$ cat src/rtl/score_sequencer.sv
// Song-level controller around the shared ScoreConversion datapath: takes one judgement
// pair per note event, weights the converted score by a combo multiplier and accumulates it.
module score_sequencer #(
    parameter int SCORE_W   = 24,
    parameter int COMBO_W   = 10,
    parameter int MULT_STEP = 10,
    parameter int MAX_MULT  = 4
) (
    input  logic               clk,
    input  logic               rst_n,
    input  logic               game_start,
    input  logic               game_end,
    input  logic               judge_valid,
    input  logic [1:0]         judge_up,
    input  logic [1:0]         judge_down,
    output logic               judge_ready,
    output logic [1:0]         conv_up,
    output logic [1:0]         conv_down,
    input  logic [15:0]        conv_score,
    output logic [SCORE_W-1:0] total_score,
    output logic [COMBO_W-1:0] combo,
    output logic [COMBO_W-1:0] max_combo,
    output logic [2:0]         multiplier,
    output logic               done
);

    localparam int PROD_W = 19;
    localparam int SUM_W  = ((SCORE_W > PROD_W) ? SCORE_W : PROD_W) + 1;
    localparam int CSUM_W = COMBO_W + 1;
    localparam int STEP_W = $clog2(MULT_STEP + 2) + 1;

    localparam logic [1:0]        J_PERFECT  = 2'b00;
    localparam logic [1:0]        J_GOOD     = 2'b01;
    localparam logic [1:0]        J_MISS     = 2'b10;
    localparam logic [1:0]        J_NO_NOTE  = 2'b11;
    localparam logic [2:0]        MULT_ONE   = 3'd1;
    localparam logic [2:0]        MULT_CAP   = 3'(MAX_MULT);
    localparam logic [STEP_W-1:0] STEP_LIMIT = STEP_W'(MULT_STEP);
    localparam logic [SUM_W-1:0]  TOTAL_MAX  = {{(SUM_W-SCORE_W){1'b0}}, {SCORE_W{1'b1}}};

    typedef enum logic [2:0] {
        IDLE    = 3'd0,
        PLAY    = 3'd1,
        CONVERT = 3'd2,
        ACCUM   = 3'd3,
        DONE    = 3'd4
    } state_t;

    state_t              state_r;
    logic [PROD_W-1:0]   product_r;
    logic [1:0]          hits_r;
    logic                miss_r;
    logic                end_pending_r;
    logic [STEP_W-1:0]   step_r;

    logic [1:0]          hits_s;
    logic                miss_s;
    logic [SUM_W-1:0]    total_sum_s;
    logic [SCORE_W-1:0]  total_next_s;
    logic [CSUM_W-1:0]   combo_sum_s;
    logic [COMBO_W-1:0]  combo_next_s;
    logic [COMBO_W-1:0]  max_next_s;
    logic [STEP_W-1:0]   step_sum_s;
    logic [STEP_W-1:0]   step_next_s;
    logic [2:0]          mult_next_s;

    function automatic logic is_hit(input logic [1:0] j);
        return (j == J_PERFECT) || (j == J_GOOD);
    endfunction

    function automatic logic is_miss(input logic [1:0] j);
        return (j == J_MISS);
    endfunction

    // Classify the pair currently presented to ScoreConversion (valid only in CONVERT)
    always_comb begin
        hits_s = {1'b0, is_hit(conv_up)} + {1'b0, is_hit(conv_down)};
        miss_s = is_miss(conv_up) || is_miss(conv_down);
    end

    // Next totals, combo and multiplier applied on the ACCUM edge
    always_comb begin
        total_sum_s = SUM_W'(total_score) + SUM_W'(product_r);
        if (total_sum_s > TOTAL_MAX) begin
            total_next_s = {SCORE_W{1'b1}};
        end else begin
            total_next_s = total_sum_s[SCORE_W-1:0];
        end

        combo_sum_s  = {1'b0, combo} + CSUM_W'(hits_r);
        step_sum_s   = step_r + STEP_W'(hits_r);
        combo_next_s = combo;
        step_next_s  = step_r;
        mult_next_s  = multiplier;
        if (miss_r) begin
            combo_next_s = {COMBO_W{1'b0}};
            step_next_s  = {STEP_W{1'b0}};
            mult_next_s  = MULT_ONE;
        end else begin
            combo_next_s = combo_sum_s[COMBO_W] ? {COMBO_W{1'b1}} : combo_sum_s[COMBO_W-1:0];
            // Step keeps wrapping at the cap so the multiplier never needs to look back
            if (step_sum_s >= STEP_LIMIT) begin
                step_next_s = step_sum_s - STEP_LIMIT;
                mult_next_s = (multiplier < MULT_CAP) ? (multiplier + 3'd1) : multiplier;
            end else begin
                step_next_s = step_sum_s;
                mult_next_s = multiplier;
            end
        end

        max_next_s = (combo_next_s > max_combo) ? combo_next_s : max_combo;
    end

    // Sequencing FSM with all outputs registered
    always_ff @(posedge clk or negedge rst_n) begin
        if (!rst_n) begin
            state_r       <= IDLE;
            judge_ready   <= 1'b0;
            conv_up       <= J_NO_NOTE;
            conv_down     <= J_NO_NOTE;
            total_score   <= {SCORE_W{1'b0}};
            combo         <= {COMBO_W{1'b0}};
            max_combo     <= {COMBO_W{1'b0}};
            multiplier    <= MULT_ONE;
            done          <= 1'b0;
            product_r     <= {PROD_W{1'b0}};
            hits_r        <= 2'd0;
            miss_r        <= 1'b0;
            end_pending_r <= 1'b0;
            step_r        <= {STEP_W{1'b0}};
        end else if (game_start) begin
            state_r       <= PLAY;
            judge_ready   <= 1'b1;
            conv_up       <= J_NO_NOTE;
            conv_down     <= J_NO_NOTE;
            total_score   <= {SCORE_W{1'b0}};
            combo         <= {COMBO_W{1'b0}};
            max_combo     <= {COMBO_W{1'b0}};
            multiplier    <= MULT_ONE;
            done          <= 1'b0;
            product_r     <= {PROD_W{1'b0}};
            hits_r        <= 2'd0;
            miss_r        <= 1'b0;
            end_pending_r <= 1'b0;
            step_r        <= {STEP_W{1'b0}};
        end else begin
            case (state_r)
                IDLE: begin
                    judge_ready <= 1'b0;
                    done        <= 1'b0;
                end
                PLAY: begin
                    if (judge_valid && judge_ready) begin
                        conv_up       <= judge_up;
                        conv_down     <= judge_down;
                        judge_ready   <= 1'b0;
                        end_pending_r <= game_end;
                        state_r       <= CONVERT;
                    end else if (game_end) begin
                        judge_ready <= 1'b0;
                        done        <= 1'b1;
                        state_r     <= DONE;
                    end else begin
                        judge_ready <= 1'b1;
                    end
                end
                CONVERT: begin
                    product_r     <= PROD_W'(conv_score) * PROD_W'(multiplier);
                    hits_r        <= hits_s;
                    miss_r        <= miss_s;
                    end_pending_r <= end_pending_r || game_end;
                    conv_up       <= J_NO_NOTE;
                    conv_down     <= J_NO_NOTE;
                    state_r       <= ACCUM;
                end
                ACCUM: begin
                    total_score <= total_next_s;
                    combo       <= combo_next_s;
                    max_combo   <= max_next_s;
                    step_r      <= step_next_s;
                    multiplier  <= mult_next_s;
                    if (end_pending_r || game_end) begin
                        judge_ready <= 1'b0;
                        done        <= 1'b1;
                        state_r     <= DONE;
                    end else begin
                        judge_ready <= 1'b1;
                        state_r     <= PLAY;
                    end
                end
                DONE: begin
                    judge_ready <= 1'b0;
                    done        <= 1'b1;
                end
                default: begin
                    judge_ready <= 1'b0;
                    conv_up     <= J_NO_NOTE;
                    conv_down   <= J_NO_NOTE;
                    done        <= 1'b0;
                    state_r     <= IDLE;
                end
            endcase
        end
    end

endmodule

$ cat config.mk
export PLATFORM = sky130hd
export DESIGN_NAME = score_sequencer
export DESIGN_NICKNAME = d
export VERILOG_FILES = /design/src/rtl/score_sequencer.sv
export SDC_FILE = /design/constraint.sdc
export NUM_CORES = 1
export LEC_CHECK = 0
export BUFFER_PORTS_ARGS = -buffer_cell sky130_fd_sc_hd__buf_2
export CAP_MARGIN = 20
export CELL_PAD_IN_SITES_DETAIL_PLACEMENT = 0
export CELL_PAD_IN_SITES_GLOBAL_PLACEMENT = 1
export CORE_AREA = 4 4 150 123
export DETAILED_ROUTE_END_ITERATION = 7
export DIE_AREA = 0 0 154 127
export HOLD_SLACK_MARGIN = 0.12
export PLACE_DENSITY_LB_ADDON = 0.2
export SLEW_MARGIN = 20
export SYNTH_ARGS = -nofsm -noshare
export SYNTH_HDL_FRONTEND = slang
export SYNTH_SLANG_ARGS = --single-unit
$ cat constraint.sdc
create_clock -name clk -period 4 [get_ports clk]
set_input_delay 0.4 -clock clk [delete_from_list [all_inputs] [get_ports clk]]
set_output_delay 0.4 -clock clk [all_outputs]
set_load 0.05 [all_outputs]
# After elaboration in Yosys (flattened, before gate mapping)
# Index checks and enable logic that the tools add are counted.
classes:
  mux: 49
  n_lt_le_gt_ge: 4
  n_eq_ne: 16
  addsub: 6
  reduce_logical: 22
  n_mul: 1
op_table:
  columns: ["op", "count"]
  rows:
  - ["$mux 24", 3]
  - ["$mux 10", 7]
  - ["$mux 19", 2]
  - ["$mux 3", 9]
  - ["$add 24x19->25", 1]
  - ["$gt 25x24->1 const B", 1]
  - ["$mux 5", 4]
  - ["$mul 16x3->19", 1]
  - ["$mux 1", 12]
  - ["$mux 2", 6]
  - ["$ne 3x3->1 const B", 4]
  - ["$pmux 3 s4", 1]
  - ["$add 10x2->11", 1]
  - ["$gt 10x10->1", 1]
  - ["$reduce_bool 3->1", 3]
  - ["$pmux 2 s2", 2]
  - ["$reduce_and 2->1", 4]
  - ["$eq 3x2->1 const B", 2]
  - ["$reduce_bool 2->1", 3]
  - ["$add 5x2->5", 1]
  - ["$ge 5x4->1 const B", 1]
  - ["$sub 5x4->5 const B", 1]
  - ["$eq 2x1->1 const B", 2]
  - ["$eq 2x2->1 const B", 2]
  - ["19 further kinds", 24]
totals:
  out_inout_bits: 53
  ff_bits: 84
  input_bits: 25

# Longest topological paths before layout
# Gate-level depths: netlist of run 1.
depth:
  ltp_word: 7
  ltp_mapped: 16
  ltp_nobuf: 15

# Worst setup path after synthesis of run 1
# OpenSTA, ideal clock, no wires.
synth_timing:
  kind: "reg-to-reg"
  start: "reg combo[0]"
  end: "reg max_combo[1]"
  stages_incl_launch_ff: 17
  period_less_slack_ns: 3.820
  setup_time_ns: 0.069
  path_buffers: 2
  arrival_time_ns: 3.751
  slack_ns: 0.180
  cell_sequence: "dfrtp_1 ha_1 inv_1 fa_1 or3b_1 or2_1 clkbuf_1 a21oi_1 ha_1 a21o_1 a21o_1 a21oi_1 o211ai_1 and3_1 clkbuf_1 nor2_2 a32o_1"
synth_via:
  elab_chain_len: 6
synth_rtl:
  columns: ["element", "line_no", "text"]
  rows:
  - ["start, declared", "21", "output logic [COMBO_W-1:0] combo,"]
  - ["start signal, assigned", "122", "combo <= {COMBO_W{1'b0}};"]
  - ["start signal, assigned", "137", "combo <= {COMBO_W{1'b0}};"]
  - ["start signal, assigned", "178", "combo <= combo_next_s;"]
  - ["$add 10x2->11 *", "90", "combo_sum_s = {1'b0, combo} + CSUM_W'(hits_r);"]
  - ["$mux 10 *", "100", "combo_next_s = combo_sum_s[COMBO_W] ? {COMBO_W{1'b1}} : combo_sum_s[COMBO_W-1:0];"]
  - ["$mux 10 *", "95", "if (miss_r) begin"]
  - ["$gt 10x10->1 or $mux 10 (tied branches)", "111", "max_next_s = (combo_next_s > max_combo) ? combo_next_s : max_combo;"]
  - ["$reduce_bool 2->1 (no source line) or $mux 10 (tied branches)", null, null]
  - ["$reduce_and 2->1 (no source line) or $mux 10 (tied branches)", null, null]
  - ["end signal, assigned", "123", "max_combo <= {COMBO_W{1'b0}};"]
  - ["end signal, assigned", "138", "max_combo <= {COMBO_W{1'b0}};"]
  - ["end signal, assigned", "179", "max_combo <= max_next_s;"]
  - ["end, declared", "22", "output logic [COMBO_W-1:0] max_combo,"]
# Every way passes the cells marked *; elsewhere a longest branch is shown, timed or not. The select of a mux whose other input is x is not followed.
# A chain may end at the register's enable or synchronous reset.

# Final worst setup path of run 1
layout_timing:
  start: "reg hits_r[0]"
  end: "reg max_combo[3]"
layout_via:
  elab_chain_len: 6
layout_rtl:
  columns: ["element", "line_no", "text"]
  rows:
  - ["start, declared", "51", "logic [1:0] hits_r;"]
  - ["start signal, assigned", "169", "hits_r <= hits_s;"]
  - ["$add 10x2->11 *", "90", null]
  - ["$mux 10 *", "100", null]
  - ["$mux 10 *", "95", null]
  - ["$gt 10x10->1 or $mux 10 (tied branches)", "111", null]
  - ["$reduce_bool 2->1 (no source line) or $mux 10 (tied branches)", null, null]
  - ["$reduce_and 2->1 (no source line) or $mux 10 (tied branches)", null, null]
# Marked as above.

==> impl.org, run 1 <==
** Status
- Status :: finished, final reports clean

** Cells and area
- After filler insertion, the fill cell instance count of the layout stands at 1697.
- Of the cells placed in the final design, the portion with a size suffix greater than 1 is 18.44%.
- Count of antenna diodes in the layout :: 0
- In the final layout, the multi-input gates occupy 0.004244 sq mm.
- Area added between synthesis and finish :: 13.32%
- Final standard cell count with taps included and fillers excluded :: 1060
- Number of nets in the finished design :: 927
- Post-route core utilization :: 44.44%
- Area taken by flip-flops and latches :: 0.002108 sq mm

** Detailed routing
- ANT nets after route :: 0
- Dividing the detail-routed via count by the number of cells gives 5.426.
- The routed design has 18330 microns of wire.
- Post-DR wirelength/cell :: 17.29 microns
- Remaining design rule violation count :: 0
- WL met2 :: 7421 microns
- After detailed routing, the wire length on met1 is 10050 microns.
- Routed met3 length :: 753 microns
- After the first detailed-routing iteration, the DRC count stood at 319.
- Detailed-router iteration count before antenna repair :: 5
- Highest metal layer used by the detailed router :: met4
- Summing over every cut layer, the via total after detailed routing is 5752.

** Synth
- Portion of the post-synthesis area used by sequential elements :: 31.52%
- Most common flop cell mapped by yosys :: dfrtp_1
- Largest cells by area after synthesis :: dfrtp_1 (30%), ha_1 (10%), nand2_1 (6.4%)
- The synthesized design spends more area on one cell type than any other, namely dfrtp_1.
- Mean post-synth cell area :: 8.778 sq um
- Post-Syn Nets :: 859
- The synthesized netlist contains 80 unique library cells.
- The mapped netlist covers 0.006689 sq mm.
- Cells after synthesis :: 762
- Yosys printed 0 warnings.
- Yosys mapped a number of flops with a built-in enable equal to 0.
- In this run, synthesis produced a sequential element count of 84.
- Ys async rst share :: 100.0%
- Fraction of synthesized cell area taken by the top area cell type :: 29.55%

** Power and ir drop
- IR Drop Worst-Case VDD :: 184.2 uV
- Combinational logic is responsible for 13.9% of the overall power.
- The analysis attributes to cell leakage a power of 3.775 nW.
- Cell internal power was estimated by the tool at 1.374 mW.
- Switching Fraction :: 30.09%
- Registers are responsible for 45.6% of the overall power.
- For this design the ratio of total power to cell area is 259.4 mW/mm^2.
- Portion of total power attributed to the clock network :: 40.6%
- Summed over all nets, the switching power comes to 0.5916 mW.
- Sum of internal, switching and leakage power :: 1.966 mW

** Clocking
- After clock tree synthesis, the flow added hold-fix buffers numbering 0.
- CTS tree :: built
- TritonCTS created 9 clock buffers.
- Counting every sink on the clock net gives 84.
- Clock Latency Late Sink :: 0.35 ns
- The H-tree generated during clock tree synthesis spans 3 levels.
- No sink is reached through more buffers than the 2 on the longest clock path.
- The tree is rooted in a clkbuf_16.
- Clock transition at the register clock pins on the worst setup and hold paths after CTS :: 0.07 ns

** Worst setup path
- Crit-path max FO :: 9
- The worst setup path is captured at a register.
- Data on the critical path is required at its endpoint by 4.28 ns.
- Startpoint types :: register
- Startpoint-to-endpoint class of the critical path :: register to register
- Arrival time reported for the critical path endpoint :: 3.99 ns

** Global routing
- Largest net degree at the start of global routing :: 55
- For this run, the total global-route usage over all layers was measured as 19.10%.
- Vias in the first global route :: 5595
- The first global-routing pass estimated 30390 microns of wire.
- After global routing the overflow that remains totals 0.
- The initial antenna violation count came to 0.

** Flow run
- Number of max-cap violations :: 0

** Timing
- Setup repair after global routing missed its margin :: no
- Final max-slew violation count :: 0
- For the finished layout, the period the worst path requires is 3.704 ns.
- Setup violations remaining at the end of the flow were counted as 0.
- Worst max-slew margin expressed relative to the limit :: 40.28%
- At the pin with the least slew margin, the transition time is 0.8958 ns.
- Hold WS :: 0.1126 ns
- Dividing the final minimum period by the clock period gives 92.60%.
- Fin Clk Skew :: 0.008554 ns
- Setup total negative slack on the finished layout was measured at 0 ns.
- Peak Freq :: 270.0 MHz
- Count of final hold-check violations :: 0

** Placement
- Placed cell count :: 1044
- Number of port buffers :: 77
- Final weighted congestion of routability-driven global placement :: 0.8670
- HPWL Detailed :: 14100 microns

** Die
- Number of standard-cell rows in the floorplan :: 43
- The initial utilization of the core area, before any placement, comes to 39.22%.
- In this run the count of I/O pins placed on the die edge is 78.
- Core footprint :: 0.01706 sq mm
- The die is 127 microns tall.
- The die is 154 microns wide.
- The floorplan step defined a die boundary enclosing 0.01956 sq mm.

** Worst hold path
- Min-delay worst type :: input pin to async pin
final cells by class:
class,count,share of cell area (%)
clock inverters,7,0.6768
well taps,225,3.714
inverters,57,2.823
repair buffers,86,6.009
clock buffers,9,2.971
multi-input cells,592,55.99
flip-flops and latches,84,27.81
power by group through the flow:
stage	combinational (mW)	sequential [mW]	clock (mW)
after detailed placement	0.273	0.911	0
after floorplan	0.138	0.950	0
after global routing	0.301	0.899	0.857
final	0.272	0.896	0.798
after CTS	0.274	0.895	0.825
after global placement	0.269	0.910	0
synthesized netlist by cell type (all sizes together) (7+ instances only):
master / count
nand3: 8
nor2: 68
buf: 11
a21oi: 58
a21o: 21
a311oi: 10
fa: 18
and2: 10
o21ai: 38
o2bb2ai: 7
nand4: 9
ha: 54
a31oi: 7
inv: 57
xor2: 19
or2: 7
dfrtp: 79
nor2b: 11
a211oi: 16
nor3: 11
nand2: 114
clkbuf: 18
xnor2: 16
registers in the layout, summed over array words and instances, names as in the netlist, 2 cells and up:
signal / flops
product_r: 19
step_r: 5
combo: 10
multiplier: 3
conv_up: 2
hits_r: 2
max_combo: 10
conv_down: 2
state_r: 3
total_score: 24
critical path: stages (launching register included):
cell and delay (ns):
dfrtp_1 0.39, ha_1 0.19, inv_1 0.06, fa_1 0.45
or3b_1 0.45, or2_1 0.35, a21oi_1 0.17, ha_1 0.27
a21o_1 0.17, a21o_1 0.18, a21oi_1 0.14, o211ai_1 0.09
and3_2 0.26, nor2_2 0.30, a32o_1 0.19
layout by cell type, fill, tap and decap left out, types with 6 or more instances in the layout:
| cell type | netlist | final |
|---|---|---|
| nand3_1 | 8 | 8 |
| ha_1 | 54 | 54 |
| a211oi_2 | 11 | 11 |
| nor2b_1 | 10 | 9 |
| nand4_1 | 9 | 9 |
| nand2_1 | 114 | 114 |
| xor2_1 | 19 | 19 |
| o21ai_0 | 35 | 35 |
| mux2i_1 | 6 | 6 |
| nor2_1 | 67 | 67 |
| a31oi_1 | 6 | 6 |
| fa_1 | 18 | 18 |
| a21oi_1 | 56 | 56 |
| xnor2_1 | 16 | 16 |
| o21bai_1 | 6 | 6 |
| a21o_1 | 21 | 21 |
| nand2b_1 | 6 | 6 |
| a311oi_2 | 8 | 8 |
| buf_2 | 5 | 76 |
| o2bb2ai_1 | 6 | 6 |
| and2_1 | 10 | 10 |
| buf_4 | 1 | 10 |
| clkbuf_16 | 0 | 9 |
| dfrtp_1 | 79 | 79 |
| inv_1 | 57 | 57 |
| nor3_1 | 9 | 9 |
per-stage QoR:
stage          setup WS [ns]  instance area (sq um)
2_1_floorplan         0.1804                   6689
3_3_place_gp          0.4296                   7302
3_5_place_dp          0.3371                   7302
4_1_cts               0.3243                   7579
5_1_grt              0.08177                   7580
6_report              0.2959                   7580
what timing repair did:
action / CTS / global route
buffers inserted: 0 / 0
gates resized for setup: 0 / 1
setup endpoints to repair: 0 / 3
routing by layer:
metal,GRT usage (%),vias to the layer above
met4,2.596,0
met3,3.725,5
met1,30.45,2807
li1,-,2820
met5,0,-
met2,27.23,120
logic make-up (layout without fill, tap and decap cells):
| kind of cell | Yosys count | count (layout) | synth area share (%) |
|---|---|---|---|
| xor+xnor | 35 | 35 | 4.583 |
| buf+inv | 86 | 159 | 5.088 |
| fa+ha+maj | 72 | 72 | 15.49 |
| compound gates | 213 | 213 | 23.91 |
| mux | 7 | 7 | 1.066 |
| flops | 84 | 84 | 31.52 |
| simple gates | 265 | 265 | 18.35 |
final timing paths:
kind | slack, ns | cells after the start | to | from
max | 0.30 | 14 | max_combo[3] | hits_r[0]
min | 0.11 | 1 | total_score[14] | rst_n
max reg2reg | 0.30 | 14 | max_combo[3] | hits_r[0]
min reg2reg | 0.51 | 1 | step_r[0] | step_r[0]
max in group asynchronous | 2.99 | 2 | total_score[19] | rst_n
min in group clk | 0.29 | 2 | conv_up[1] | judge_up[1]
No activity file was read; power rests on OpenSTA's default activity.
==> run 2: changes to the inputs <==
- CTS_BUF_LIST: not set -> sky130_fd_sc_hd__clkbuf_8 sky130_fd_sc_hd__clkbuf_16
- RECOVER_POWER: not set -> 25
==> run 2 against run 1 <==
Against the previous run: the flow now finishes with violations (capacitance limit, slew limit); clock power hardly changed; critical path type unchanged; global-route usage stayed put; flip-flop and latch count stayed put; maximum frequency hardly changed; count of clock-buffer cells in the layout stayed put; utilization hardly changed.
==> impl.org, run 2 (synthesis results as in run 1) <==
** Power and ir drop
- Net switching is 30.10% of the power.
- Sequential cells burn 45.6% of the power.
- Summed over all cells, the static leakage comes to 3.771 nW.
- For this design the total switching power over the nets is 0.5913 mW.
- IR Drop Worst-Case VDD :: 184.3 uV
- Cell internal power was estimated by the tool at 1.374 mW.
- The share of total power dissipated in combinational logic is 13.8%.
- Cell area power density :: 259.4 mW/mm^2
- Portion of total power attributed to the clock network :: 40.6%
- The design draws 1.965 mW.

** Timing
- The total count of max-transition violations in the final report is 55.
- Final setup margin :: 0.2938 ns
- Setup total negative slack :: 0 ns
- At the pin with the least slew margin, the transition time is 3.227 ns.
- Hold WS :: 0.2902 ns
- Worst max-slew margin expressed relative to the limit :: -115.1%
- On the final layout, the worst clock skew is 0.008572 ns.
- For this run, the top clock speed supported by timing is 269.8 MHz.
- Setup violations remaining at the end of the flow were counted as 0.
- Period Utilization, post-route :: 92.65%
- Shortest clock period the worst path allows after layout :: 3.706 ns
- Setup repair after global routing missed its margin :: no
- The final hold violation count is 0.

** Worst hold path
- The tightest min-delay check is of the input pin to register type.

** Detailed routing
- Detailed Route Iter0 Violations :: 319
- Dividing the detail-routed wire length by the instance count gives 17.28 microns.
- Total number of vias :: 5750
- Detailed-router iteration count before antenna repair :: 4
- In the routed design, unresolved DRC markers number 0.
- For this block, the routed nets add up to 18310 microns of wire.
- In the routed layout, each cell is associated on average with a via count of 5.425.
- In this run the remaining antenna-violating nets after routing total 0.

** Cells and area
- Ranked by flip-flop count, first place goes to total_score.
- Cells with a size suffix above 1 make up 18.32% of the layout.
- Leading cell type in the layout, fill and taps excluded :: nand2_1
- The register with the most flip-flops in the layout has 24 of them.
- The largest registers in the layout are total_score x24, product_r x19.
- Area added between synthesis and finish :: 13.22%
- The repair_antennas step left the layout with diodes totalling 0.
- Number of nets in the finished design :: 927
- Leading cell types in the layout, fill and taps excluded :: nand2_1 (114), dfrtp_1 (79), buf_2 (76)
- Filler cells :: 1698
- At the end of the flow the core is filled with cells to 44.41%.

** Worst setup path
- Endpoint of the worst register-to-register path :: max_combo[3]
- Critical Path Sink Type :: register
- The setup path with the least slack is of type register to register.
- The number of cells on the worst reg-to-reg path is 14.
- Across all register-to-register paths, the minimum setup slack is 0.29 ns.
- STA classifies the critical path startpoint as a register.
- Launch point of the worst path :: hits_r[0]
- Reg-to-reg startpoint :: hits_r[0]
- Last element of the critical path :: max_combo[3]
- Arrival time reported for the critical path endpoint :: 3.99 ns
- Critical path data required time :: 4.28 ns
- Along the worst path, the maximum fanout reaches 9.

** Status
- Violations in the final reports :: capacitance limit, slew limit
- The run finished, with violations left.

** Clocking
- Clock latency on the worst-skew pair, taken at its later pin, is 0.35 ns.
- Number of post-CTS setup repair buffers :: 0
- In this run, post-CTS hold repair placed 0 buffers.
- Clock-pin slew was measured on the worst setup and hold paths at 0.07 ns.
- The cell sitting at the root of the clock tree is a clkbuf_16.
- Counting every sink on the clock net gives 84.
- Buffer levels on the longest clock path :: 2
- Num CTS Buffers :: 9
- TritonCTS built the clock tree.
- The clock tree synthesis step divided the H-tree into 3 levels.

** Die
- For this design the top-level I/O count stands at 78.
- For this configuration, the core starts out at a cell density of 39.22%.
- Vertical die dimension :: 127 microns
- In this run the horizontal extent of the chip is 154 microns.
- Area of the die :: 0.01956 sq mm
- Number of standard-cell rows in the floorplan :: 43
- Core footprint :: 0.01706 sq mm

** Global routing
- Entering global routing, the biggest net connects 55 pins.
- The first global-routing pass estimated 30390 microns of wire.
- Number of antenna violations at the first check in global routing :: 0
- In the global route stage, overall resource usage came out at 19.10%.
- Congestion Overflow GR :: 0
- The number of global-route vias before repair is 5595.

** Placement
- Number of port buffers :: 77
- HPWL Detailed :: 14100 microns
- At the placement stage, the worst setup path has a slack of 0.3371 ns.
- Final weighted congestion of routability-driven global placement :: 0.8670

** Flow run
- Across the run, the number of max-cap violations was 1.
[run 2: final cells by class]
type                       count  area [sq um]  area share [%]
multi-input combinational    592          4244           56.04
sequential                    84          2108           27.84
timing repair buffer          86         449.2           5.931
tap                          225         281.5           3.717
clock buffer                   9         225.2           2.974
inverter                      57         214.0           2.825
clock inverter                 7         51.30          0.6774
[run 2: how the worst min path moves through the flow]
stage,from,endpoint,slack [ns],cells past startpoint
floorplan,rst_n,combo[0],0.10,0
global placement,step_r[4],step_r[4],0.49,2
detailed placement,step_r[0],step_r[0],0.50,1
CTS,rst_n,total_score[22],0.14,1
global route,judge_up[1],conv_up[1],0.29,2
finish,judge_up[1],conv_up[1],0.29,2
[run 2: metrics by stage]
step	cells	area, sq um
after floorplan	762	6689
after detailed placement	1044	7302
after global placement	1044	7302
after CTS	1060	7579
final	1060	7574
after global routing	1060	7574
[run 2: metal layers]
| metal | vias up | global-route usage, % | part of all wire [%] |
|---|---|---|---|
| met2 | 129 | 27.23 | 41 |
| li1 | 2822 | - | - |
| met5 | - | 0 | 0 |
| met4 | 0 | 2.596 | 0.55 |
| met3 | 5 | 3.725 | 4.4 |
| met1 | 2794 | 30.45 | 54 |
[run 2: critical path, stage by stage, from the launching register on]
cell      delay, ns
dfrtp_1        0.39
ha_1           0.19
inv_1          0.06
fa_1           0.45
or3b_1         0.45
or2_1          0.35
a21oi_1        0.17
ha_1           0.27
a21o_1         0.17
a21o_1         0.18
a21oi_1        0.14
o211ai_1       0.09
and3_2         0.26
nor2_2         0.30
a32o_1         0.19
[run 2: timing repair]
action | CTS | global route
resized for setup | 0 | 1
hold endpoints to repair | 0 | 0
setup endpoints to repair | 0 | 3
[run 2: power groups by stage]
stage | logic, mW | clock network (mW) | registers [mW]
after floorplan | 0.138 | 0 | 0.950
after global placement | 0.269 | 0 | 0.910
after detailed placement | 0.273 | 0 | 0.911
after CTS | 0.274 | 0.825 | 0.895
after global routing | 0.300 | 0.857 | 0.899
final | 0.272 | 0.798 | 0.896
==> run 3: changes to the inputs <==
- HOLD_SLACK_MARGIN: 0.12 -> 0.15
- PLACE_DENSITY: not set -> 0.77
- PLACE_DENSITY_LB_ADDON: 0.2 -> not set
- clock period: 4 -> 3.25 ns (I/O delays scaled with it)
==> run 3 against run 2 <==
Against the previous run: the run ends with capacitance limit, slew limit, setup timing left; cell count up 2.5%; setup slack lost 0.33 ns; hold slack got worse by 0.076 ns; highest routed layer unchanged; sequential power up 23%; maximum frequency grew 13%; utilization grew 2.2 points; design area up 4.9%; register-to-register slack got worse by 0.33 ns; count of clock-buffer cells in the layout did not move; largest power group unchanged.
==> impl.org, run 3 (synthesis results as in run 1) <==
** Worst hold path
- The worst hold path passes through 2 cells.
- Min-delay worst type :: input pin to register
- Hold Path Origin :: judge_up[1]
- Hold EP :: conv_up[1]

** Cells and area
- The final layout contains 955 nets.
- 0 antenna diodes ended up in the layout.
- Leaving out fill and tap cells, the most frequent cells in the layout are nand2_1 (111), dfrtp_1 (75), buf_2 (71).
- Filler cells :: 1650
- The register with the most flip-flops in the layout has 24 of them.
- Fraction of layout cells with a size suffix above 1 :: 23.78%
- Leaving out fill and tap cells, the most frequent cell in the layout is nand2_1.
- The largest registers in the layout are total_score x24, product_r x19.
- The finished cells cover 0.007948 sq mm.
- Relative to the synthesized area, the layout overhead comes to 18.82%.
- total_score holds more flip-flops than any other register.

** Timing
- After layout, the worst setup slack is -0.03253 ns.
- Setup repair after global routing could not meet its margin everywhere.
- The final hold violation count was 0.
- Endpoints failing setup :: 4
- For this run, the top clock speed supported by timing is 304.6 MHz.
- Period Utilization, post-route :: 101.0%
- Shortest clock period the worst path allows after layout :: 3.283 ns
- Final max-slew violation count :: 36
- Clock skew on the completed layout was measured at 0.008363 ns.
- In this run the tightest slew margin relative to its limit is -31.91%.
- At the pin with the least slew margin, the transition time is 1.979 ns.

** Power and ir drop
- Reported leakage power :: 3.908 nW
- IR analysis of the VDD net gives a maximum drop of 243.1 uV.
- Dividing total power by cell area gives a power density of 308.3 mW/mm^2.
- Summing internal, switching and leakage power gives 2.450 mW.

** Worst setup path
- Critical Path Sink Type :: register
- Endpoint of the worst register-to-register path :: max_combo[4]
- The slowest stage of the critical path belongs to the cell or3b_4.
- On the worst path, the slowest cell contributes a delay of 0.41 ns.
- Startpoint-to-endpoint class of the critical path :: register to register
- Setup slack on the worst reg-to-reg path comes out at -0.03 ns.
- Critical path data required time :: 3.49 ns
- Data arrives at the worst endpoint at 3.52 ns.
- Traced cell by cell, the critical path runs through ha_4 -> inv_2 -> fa_2 -> or3b_4 -> or2_4 -> mux2i_2 -> nor2_1 -> ha_1 -> nand4_1 -> buf_4 -> o211ai_1 -> and3_4 -> nor2_4 -> a32o_1.
- Measured in cells, the most critical reg-to-reg path has a length of 14.
- Of all nets on the critical path, the largest fanout is 7.
- In this run the critical register-to-register path is launched from hits_r[0].
- Startpoint types :: register

** Global routing
- Global Route Usage Sum :: 18.12%
- The initial antenna violation count is 0.
- The number of global-route vias before repair came to 5471.
- Congestion Overflow GR :: 0
- First-pass GRT wire length :: 29120 microns
- Entering global routing, the biggest net connects 36 pins.

** Detailed routing
- Remaining design rule violation count :: 0
- The detailed router finished its first iteration with 368 violations.
- In this run the remaining antenna-violating nets after routing total 0.
- Detailed-router iteration count before antenna repair :: 5
- Summed over all layers, the routed wires come to 17320 microns.
- After detailed routing, the average wire length per cell comes to 15.94 microns.
- Total number of vias :: 5670
- After detailed routing, the number of vias per cell comes to 5.216.

** Clocking
- The clock passes through at most 2 buffers.
- The number of clock buffers added by TritonCTS is 9.
- The clock net in this run drives a total of 84 sinks.
- TritonCTS built the clock tree.
- Clk Tree Root Cell :: clkbuf_16
- Clock-pin slew was measured on the worst setup and hold paths at 0.06 ns.
- Clock Latency Late Sink :: 0.35 ns
- H-Tree Depth :: 3

** Die
- In this run the standard cell core region covers 0.01706 sq mm.
- The die covers 0.01956 sq mm.
- The die is 127 microns tall.
- Number of standard-cell rows in the floorplan :: 43
- For this configuration, the core starts out at a cell density of 39.22%.
- I/O Pins :: 78
- Horizontal die dimension :: 154 microns

** Status
- The flow ran to the end, but the final reports show violations.
- The final reports fail on capacitance limit, slew limit, setup timing.

** Flow run
- Across the run, the number of max-cap violations was 1.

** Placement
- The count of buffers added on input and output ports is 77.
- HPWL Detailed :: 13300 microns
- Final weighted congestion of routability-driven global placement :: 0.8837
- After detailed placement, the total cell area comes to 0.007527 sq mm.
-- run 3: what timing repair did --
action	CTS	global route
buffers inserted	3	5
gates resized for setup	5	13
cloned	1	0
pin swaps	10	11
hold buffers	1	0
endpoints found under the setup margin	10	13
hold endpoints to repair	33	0
-- run 3: through the flow --
step | hold slack (ns) | worst slack, ns | instances | util, % | setup TNS (ns)
after floorplan | 0.02941 | -0.1847 | 762 | - | -1.741
after global placement | 0.3165 | -0.1386 | 1062 | 44.13 | -1.243
after detailed placement | 0.3195 | -0.1979 | 1062 | 44.13 | -1.761
after CTS | 0.2090 | 0.006661 | 1082 | 46.10 | 0
after global routing | 0.2195 | -0.1967 | 1087 | 46.60 | -1.635
final | 0.2143 | -0.03253 | 1087 | 46.60 | -0.07772
-- run 3: layout make-up --
| type | instances | area [sq um] | area share, % |
|---|---|---|---|
| Inverter | 57 | 214.0 | 2.692 |
| Sequential cell | 84 | 2113 | 26.59 |
| Multi-Input combinational cell | 593 | 4404 | 55.42 |
| Clock buffer | 9 | 225.2 | 2.834 |
| Timing Repair Buffer | 113 | 651.9 | 8.202 |
| Clock inverter | 6 | 57.56 | 0.7242 |
| Tap cell | 225 | 281.5 | 3.542 |
-- run 3: worst max path at each step --
stage | end | slack, ns | depth (start not counted) | startpoint
5_1_grt | max_combo[1] | -0.20 | 14 | hits_r[0]
4_1_cts | max_combo[3] | 0.007 | 15 | hits_r[0]
6_report | max_combo[4] | -0.03 | 14 | hits_r[0]
3_3_place_gp | max_combo[7] | -0.14 | 15 | hits_r[0]
3_5_place_dp | max_combo[7] | -0.20 | 15 | hits_r[0]
2_1_floorplan | max_combo[1] | -0.18 | 16 | combo[0]
-- run 3: where the power goes --
part           switching (mW)  total [mW]  internal (mW)
logic                   0.237       0.337         0.0996
clock network           0.428        1.01          0.586
registers              0.0272        1.10           1.07
-- run 3: metal layers --
metal	wire length [microns]	global-route usage [%]	vias up
met5	0	0	-
met4	154	3.427	0
met3	683	3.420	11
met2	6597	24.54	112
met1	9888	29.64	2660
li1	-	-	2887
-- run 3: worst max-delay path, delay by kind of cell (launching register included) --
family                     cells  cell delay, ns
adders and majority gates      3            0.79
buffers and inverters          2            0.20
muxes                          1            0.20
AOI/OAI and AO/OA              2            0.38
DFF                            1            0.39
and+or+nand+nor                6            1.19
